$ cat config.mk
export PLATFORM = sky130hd
export DESIGN_NAME = mips_run_controller
export DESIGN_NICKNAME = d
export VERILOG_FILES = /design/src/rtl/mips_ctrl_pkg.sv /design/src/rtl/pm_loader.sv /design/src/rtl/mips_run_controller.sv
export SDC_FILE = /design/constraint.sdc
export NUM_CORES = 1
export LEC_CHECK = 0
export CORE_MARGIN = 3
export CORE_UTILIZATION = 46
export CTS_BUF_LIST = sky130_fd_sc_hd__clkbuf_8
export CTS_CLUSTER_DIAMETER = 120
export DETAILED_ROUTE_END_ITERATION = 7
export GPL_TIMING_DRIVEN = 1
export HOLD_SLACK_MARGIN = 0.02
export PLACE_DENSITY = 0.79
export SYNTH_ARGS = -nofsm -noshare
export SYNTH_HDL_FRONTEND = slang
export SYNTH_SLANG_ARGS = --single-unit
export TNS_END_PERCENT = 50
$ cat constraint.sdc
create_clock -name CLK -period 2.6 [get_ports CLK]
set_input_delay 0.26 -clock CLK [delete_from_list [all_inputs] [get_ports CLK]]
set_output_delay 0.26 -clock CLK [all_outputs]
set_load 0.005 [all_outputs]
$ cat src/rtl/mips_ctrl_pkg.sv
// Shared state encoding, command codes and header clamp for the MIPS run controller.
package mips_ctrl_pkg;

  localparam logic [2:0] S_IDLE      = 3'd0;
  localparam logic [2:0] S_HDR       = 3'd1;
  localparam logic [2:0] S_LOAD      = 3'd2;
  localparam logic [2:0] S_RUN       = 3'd3;
  localparam logic [2:0] S_STEP_WAIT = 3'd4;
  localparam logic [2:0] S_STEP_EXEC = 3'd5;
  localparam logic [2:0] S_DUMP      = 3'd6;
  localparam logic [2:0] S_DONE      = 3'd7;

  typedef enum logic [2:0] {
    ST_IDLE      = S_IDLE,
    ST_HDR       = S_HDR,
    ST_LOAD      = S_LOAD,
    ST_RUN       = S_RUN,
    ST_STEP_WAIT = S_STEP_WAIT,
    ST_STEP_EXEC = S_STEP_EXEC,
    ST_DUMP      = S_DUMP,
    ST_DONE      = S_DONE
  } state_t;

  localparam logic [1:0] CMD_LOAD  = 2'b00;
  localparam logic [1:0] CMD_RUN   = 2'b01;
  localparam logic [1:0] CMD_STEP  = 2'b10;
  localparam logic [1:0] CMD_ABORT = 2'b11;

  // A zero or oversized word count means "fill the whole program memory".
  function automatic int unsigned clamp_count(input logic [31:0] hdr, input int unsigned depth);
    if (hdr == 32'd0 || hdr > depth) return depth;
    return hdr;
  endfunction

endpackage

$ cat src/rtl/pm_loader.sv
// Drains header + program words from a FWFT FIFO into program memory.
// Pop-to-write latency 1 cycle; an empty FIFO stalls the load with no write.
module pm_loader
  import mips_ctrl_pkg::*;
#(
  parameter int PM_DEPTH = 32,
  parameter int ADDR_W   = 5,
  parameter int DATA_W   = 32
) (
  input  logic              CLK,
  input  logic              RESET,
  input  logic              in_hdr,
  input  logic              in_load,
  input  logic              fifo_empty,
  input  logic [DATA_W-1:0] fifo_data,
  output logic              fifo_rd,
  output logic              hdr_done,
  output logic              load_done,
  output logic              pm_wr,
  output logic [ADDR_W-1:0] pm_addr,
  output logic [DATA_W-1:0] pm_data
);

  logic [ADDR_W-1:0] wr_ptr;
  logic [ADDR_W-1:0] last_idx;

  assign fifo_rd   = (in_hdr || in_load) && !fifo_empty;
  assign hdr_done  = in_hdr && !fifo_empty;
  assign load_done = in_load && !fifo_empty && (wr_ptr == last_idx);

  always_ff @(posedge CLK or posedge RESET) begin
    if (RESET) begin
      wr_ptr   <= '0;
      last_idx <= '0;
      pm_wr    <= 1'b0;
      pm_addr  <= '0;
      pm_data  <= '0;
    end else begin
      pm_wr <= 1'b0;
      if (hdr_done) begin
        wr_ptr   <= '0;
        last_idx <= ADDR_W'(clamp_count(32'(fifo_data), PM_DEPTH) - 1);
      end else if (in_load && !fifo_empty) begin
        pm_wr   <= 1'b1;
        pm_addr <= wr_ptr;
        pm_data <= fifo_data;
        wr_ptr  <= wr_ptr + 1'b1;
      end
    end
  end

endmodule

$ cat src/rtl/mips_run_controller.sv
// Load/run/step/dump sequencer for the MIPS core; core runs under a registered clock enable.
// Commands accepted only when O_CMD_READY; RUN_CYCLE_LIMIT_EN adds a MAX_CYCLES run watchdog.
module mips_run_controller
  import mips_ctrl_pkg::*;
#(
  parameter int PM_DEPTH   = 32,
  parameter int ADDR_W     = 5,
  parameter int DATA_W     = 32,
  parameter int MAX_CYCLES = 4096
) (
  input  logic              CLK,
  input  logic              RESET,
  input  logic              I_FIFO_EMPTY,
  input  logic [DATA_W-1:0] I_FIFO_DATA,
  output logic              O_FIFO_RD,
  input  logic              I_CMD_VALID,
  input  logic [1:0]        I_CMD,
  output logic              O_CMD_READY,
  output logic              O_PM_WR,
  output logic [ADDR_W-1:0] O_PM_ADDR,
  output logic [DATA_W-1:0] O_PM_DATA,
  output logic              O_MIPS_EN,
  input  logic              I_MIPS_FINISHED,
  output logic              O_DUMP_REQ,
  input  logic              I_DUMP_DONE,
  output logic [2:0]        O_STATE,
  output logic [31:0]       O_CYCLES,
  output logic              O_TIMEOUT
);

`ifdef RUN_CYCLE_LIMIT_EN
  localparam bit WD_EN = 1'b1;
`else
  localparam bit WD_EN = 1'b0;
`endif
  localparam logic [31:0] WD_LAST = 32'(MAX_CYCLES - 1);

  state_t state;
  logic   loaded;
  logic   step_mode;
  logic   fin_seen;
  logic   out_of_reset;
  logic   hdr_done;
  logic   load_done;
  logic   cmd_acc;
  logic   wd_hit;

  // READY stays low for the first cycle after reset so every output is 0 while in reset.
  assign O_CMD_READY = out_of_reset && (state == ST_IDLE || state == ST_STEP_WAIT);
  assign cmd_acc     = I_CMD_VALID && O_CMD_READY;
  assign O_STATE     = state;
  assign wd_hit      = WD_EN && (state == ST_RUN) && (O_CYCLES >= WD_LAST);

  pm_loader #(
    .PM_DEPTH (PM_DEPTH),
    .ADDR_W   (ADDR_W),
    .DATA_W   (DATA_W)
  ) u_pm_loader (
    .CLK        (CLK),
    .RESET      (RESET),
    .in_hdr     (state == ST_HDR),
    .in_load    (state == ST_LOAD),
    .fifo_empty (I_FIFO_EMPTY),
    .fifo_data  (I_FIFO_DATA),
    .fifo_rd    (O_FIFO_RD),
    .hdr_done   (hdr_done),
    .load_done  (load_done),
    .pm_wr      (O_PM_WR),
    .pm_addr    (O_PM_ADDR),
    .pm_data    (O_PM_DATA)
  );

  always_ff @(posedge CLK or posedge RESET) begin
    if (RESET) begin
      state        <= ST_IDLE;
      loaded       <= 1'b0;
      step_mode    <= 1'b0;
      fin_seen     <= 1'b0;
      out_of_reset <= 1'b0;
      O_MIPS_EN    <= 1'b0;
      O_DUMP_REQ   <= 1'b0;
      O_CYCLES     <= '0;
      O_TIMEOUT    <= 1'b0;
    end else begin
      out_of_reset <= 1'b1;
      O_DUMP_REQ   <= 1'b0;
      if (O_MIPS_EN && O_CYCLES != '1)
        O_CYCLES <= O_CYCLES + 32'd1;

      unique case (state)
        ST_IDLE: begin
          if (cmd_acc) begin
            case (I_CMD)
              CMD_LOAD: begin
                state  <= ST_HDR;
                loaded <= 1'b0;
              end
              CMD_RUN: if (loaded) begin
                state     <= ST_RUN;
                step_mode <= 1'b0;
                fin_seen  <= 1'b0;
                O_MIPS_EN <= 1'b1;
              end
              CMD_STEP: if (loaded) begin
                state     <= ST_STEP_EXEC;
                step_mode <= 1'b1;
                fin_seen  <= 1'b0;
                O_MIPS_EN <= 1'b1;
              end
              default: ;
            endcase
          end
        end

        ST_HDR: begin
          O_CYCLES  <= '0;
          O_TIMEOUT <= 1'b0;
          if (hdr_done) state <= ST_LOAD;
        end

        ST_LOAD: begin
          if (load_done) begin
            state  <= ST_IDLE;
            loaded <= 1'b1;
          end
        end

        ST_RUN: begin
          if (I_MIPS_FINISHED || wd_hit) begin
            O_MIPS_EN  <= 1'b0;
            O_DUMP_REQ <= 1'b1;
            fin_seen   <= I_MIPS_FINISHED;
            state      <= ST_DUMP;
            if (wd_hit) O_TIMEOUT <= 1'b1;
          end
        end

        ST_STEP_EXEC: begin
          O_MIPS_EN  <= 1'b0;
          O_DUMP_REQ <= 1'b1;
          state      <= ST_DUMP;
          if (I_MIPS_FINISHED) fin_seen <= 1'b1;
        end

        ST_DUMP: begin
          if (I_MIPS_FINISHED) fin_seen <= 1'b1;
          if (I_DUMP_DONE)
            state <= (step_mode && !fin_seen && !I_MIPS_FINISHED) ? ST_STEP_WAIT : ST_DONE;
        end

        ST_STEP_WAIT: begin
          if (cmd_acc) begin
            if (I_CMD == CMD_STEP) begin
              state     <= ST_STEP_EXEC;
              O_MIPS_EN <= 1'b1;
            end else if (I_CMD == CMD_ABORT) begin
              state <= ST_IDLE;
            end
          end
        end

        ST_DONE: begin
          state  <= ST_IDLE;
          loaded <= 1'b0;
        end
      endcase
    end
  end

endmodule
==> impl_metrics.json <==
{
  "outcome": "complete, no violations",
  "synth_edf_count": 0,
  "r2r_slack_ns": 0.28,
  "totalNegativeSetupSlack_ns": 0,
  "fmax_ghz": 0.430,
  "cts_htree_levels": 3,
  "fp-row-count": 35,
  "slew_violations": 0,
  "worst_ep_arrival_time_ns": 2.07,
  "n_antenna_cell": 0,
  "layout_common_cells": "clkdlybuf4s50_1, dfrtp_1, nor2_1, mux2_2, nand2_1",
  "place_hpwl_um": 7880,
  "cts.clk_slew.worst_paths_ns": 0.09,
  "drive_gt1_share_pct": 15.8,
  "fillers": 768,
  "postCtsResizedCells": 0,
  "clockBufferDepth": 2,
  "root_buffer": "clkbuf_8",
  "grt.overflow.total": 0,
  "vias": 3702,
  "core_um2": 9370,
  "numCtsBuffers": 9,
  "port_buffers": 116,
  "cap_violations": 0,
  "final_hold_viol_count": 0,
  "syn_to_final_growth_pct": 34.7,
  "power.density_nw_per_um2": 867,
  "maxSlewHeadroom_pct": 52.0,
  "power_w": 0.00527,
  "synth_seq_cells": 89,
  "synth-seq-area-share_pct": 49.4,
  "fin_nets": 588,
  "die_width_um": 105,
  "cts_setup_buffers": 0,
  "critPathTopFamily": "simple AND/OR/NAND/NOR gates",
  "pin_count": 118,
  "leakagePower_nw": 2.51,
  "start_util_pct": 48.1,
  "critical-path-max-stage-delay_ns": 0.57,
  "critPathKind": "reg2out",
  "grt_usage_pct": 20.2,
  "finalNonFillerCells": 675,
  "cts_tree": "built",
  "final_common_cell": "clkdlybuf4s50_1",
  "grt_start_max_net_pins": 90,
  "drt_pass1_iterations": 4,
  "hold_class": "in2async",
  "skew_ns": 0.0110,
  "wl_per_cell_um": 16.2,
  "drc": 0,
  "wl_um": 10900,
  "critPathCaptureType": "output port",
  "antenna_found_initial": 0,
  "ant_nets": 0,
  "cts_hold_buffers": 0,
  "die_area_um2": 11000,
  "grt_pass1_wl_um": 18500,
  "required_ns": 2.34,
  "grt_pass1_vias": 3795,
  "ys_warn_count": 0,
  "worstMarginPinSlew_ns": 0.719,
  "dp.cells": 659,
  "finalSetupViolCount": 0,
  "avgSynthCellArea_um2": 10.8,
  "synth-main-ff-cell": "dfrtp_1",
  "crit_path_start_kind": "register",
  "fin_util_pct": 64.8,
  "synthCells": 419,
  "ir_drop_uv": 557,
  "syn_nets": 466,
  "die_h_um": 105,
  "gp_congestion": 0.839,
  "netlist_area_um2": 4510,
  "clock_latency_ns": 0.35,
  "crit_slowest_cell": "clkdlybuf4s50_1",
  "critPathBufInv": 1,
  "ys_types": 59,
  "rsz0062_at_grt": "false",
  "fin_crit_ns": 2.33,
  "cts_sinks": 89,
  "synthArstFlopShare_pct": 100,
  "drt_iter0_drc": 170,
  "path_cells": "nor2b_1 -> or2_2 -> nor3b_1 -> clkdlybuf4s50_1",
  "cp_max_fo": 7,
  "vias_per_cell": 5.48,
  "period_share_pct": 89.5
}
[power breakdown]
group	internal, W	switching [W]	leakage (nW)
clock network	0.000358	0.000524	0.0915
registers	0.00181	0.000345	1.13
logic	0.00135	0.000882	1.29
[cell families after synthesis]
kind of cell	synth area share, %
flip-flops	49.4
XOR/XNOR	5.83
multiplexers	9.68
AND/OR/NAND/NOR	19.1
adder cells (fa/ha/maj)	1.94
AO/OA/AOI/OAI	11.7
other	0.166
buffers and inverters	2.27
[worst paths after layout]
check / start / to / cells past startpoint
max: O_STATE[0] / O_FIFO_RD / 4
min: RESET / O_CYCLES[19] / 3
max reg2reg: O_CYCLES[4] / O_CYCLES[29] / 5
min reg2reg: u_pm_loader.pm_data[29] / u_pm_loader.pm_data[29] / 1
max in group asynchronous: RESET / u_pm_loader.pm_addr[3] / 3
min in group CLK: u_pm_loader.pm_data[29] / u_pm_loader.pm_data[29] / 1
[state kept, by name (all words and copies together) (netlist names)]
signal                cells
O_CYCLES                 32
O_MIPS_EN                 1
fin_seen                  1
u_pm_loader.pm_wr         1
u_pm_loader.pm_data      32
u_pm_loader.pm_addr       5
O_DUMP_REQ                1
O_STATE                   3
u_pm_loader.last_idx      5
step_mode                 1
out_of_reset              1
loaded                    1
u_pm_loader.wr_ptr        5
[worst min-delay path, cell delays in order]
cell and delay [ns]:
clkdlybuf4s50_1 0.41, clkinv_2 0.06, buf_12 0.35
[stage by stage]
step	instance area [µm²]	hold slack (ns)	setup slack [ns]
3_3_place_gp	5900	0.489	0.177
4_1_cts	6080	0.338	0.255
6_report	6080	0.293	0.274
3_5_place_dp	5900	0.492	0.112
5_1_grt	6080	0.378	0.126
2_1_floorplan	4510	0.356	0.0331
[final cells by class]
type | count | area, µm² | share of cell area [%]
clock buffers | 9 | 124 | 2.04
repair buffers | 130 | 1290 | 21.3
flip-flops and latches | 89 | 2230 | 36.7
multi-input cells | 304 | 2190 | 36.0
well taps | 129 | 161 | 2.66
inverters | 7 | 27.5 | 0.453
clock inverters | 7 | 55.1 | 0.906
[cell usage after synthesis, types with 6 or more instances]
cell      instances  area, µm²
dfrtp_1          89       2230
and4_1            6       52.6
inv_1             7       26.3
mux2_2           37        417
nand2_1          29        109
o21ai_0           6       30.0
a31oi_1          10       62.6
xnor2_1          20        175
nand3_1           9       45.0
nor4_1           14       87.6
nand4_1          16        100
a21oi_1          12       60.1
clkbuf_1         16       60.1
nor2_1           47        176
ha_1              7       87.6
xor2_1           10       87.6
[layer usage]
metal	GRT usage [%]	routed length [µm]	share of wire [%]
met2	34.0	5350	49
met4	3.09	44	0.40
met5	0	0	0
met3	7.72	920	8.4
met1	25.2	4610	42
Power figures use the tool's default switching activity.
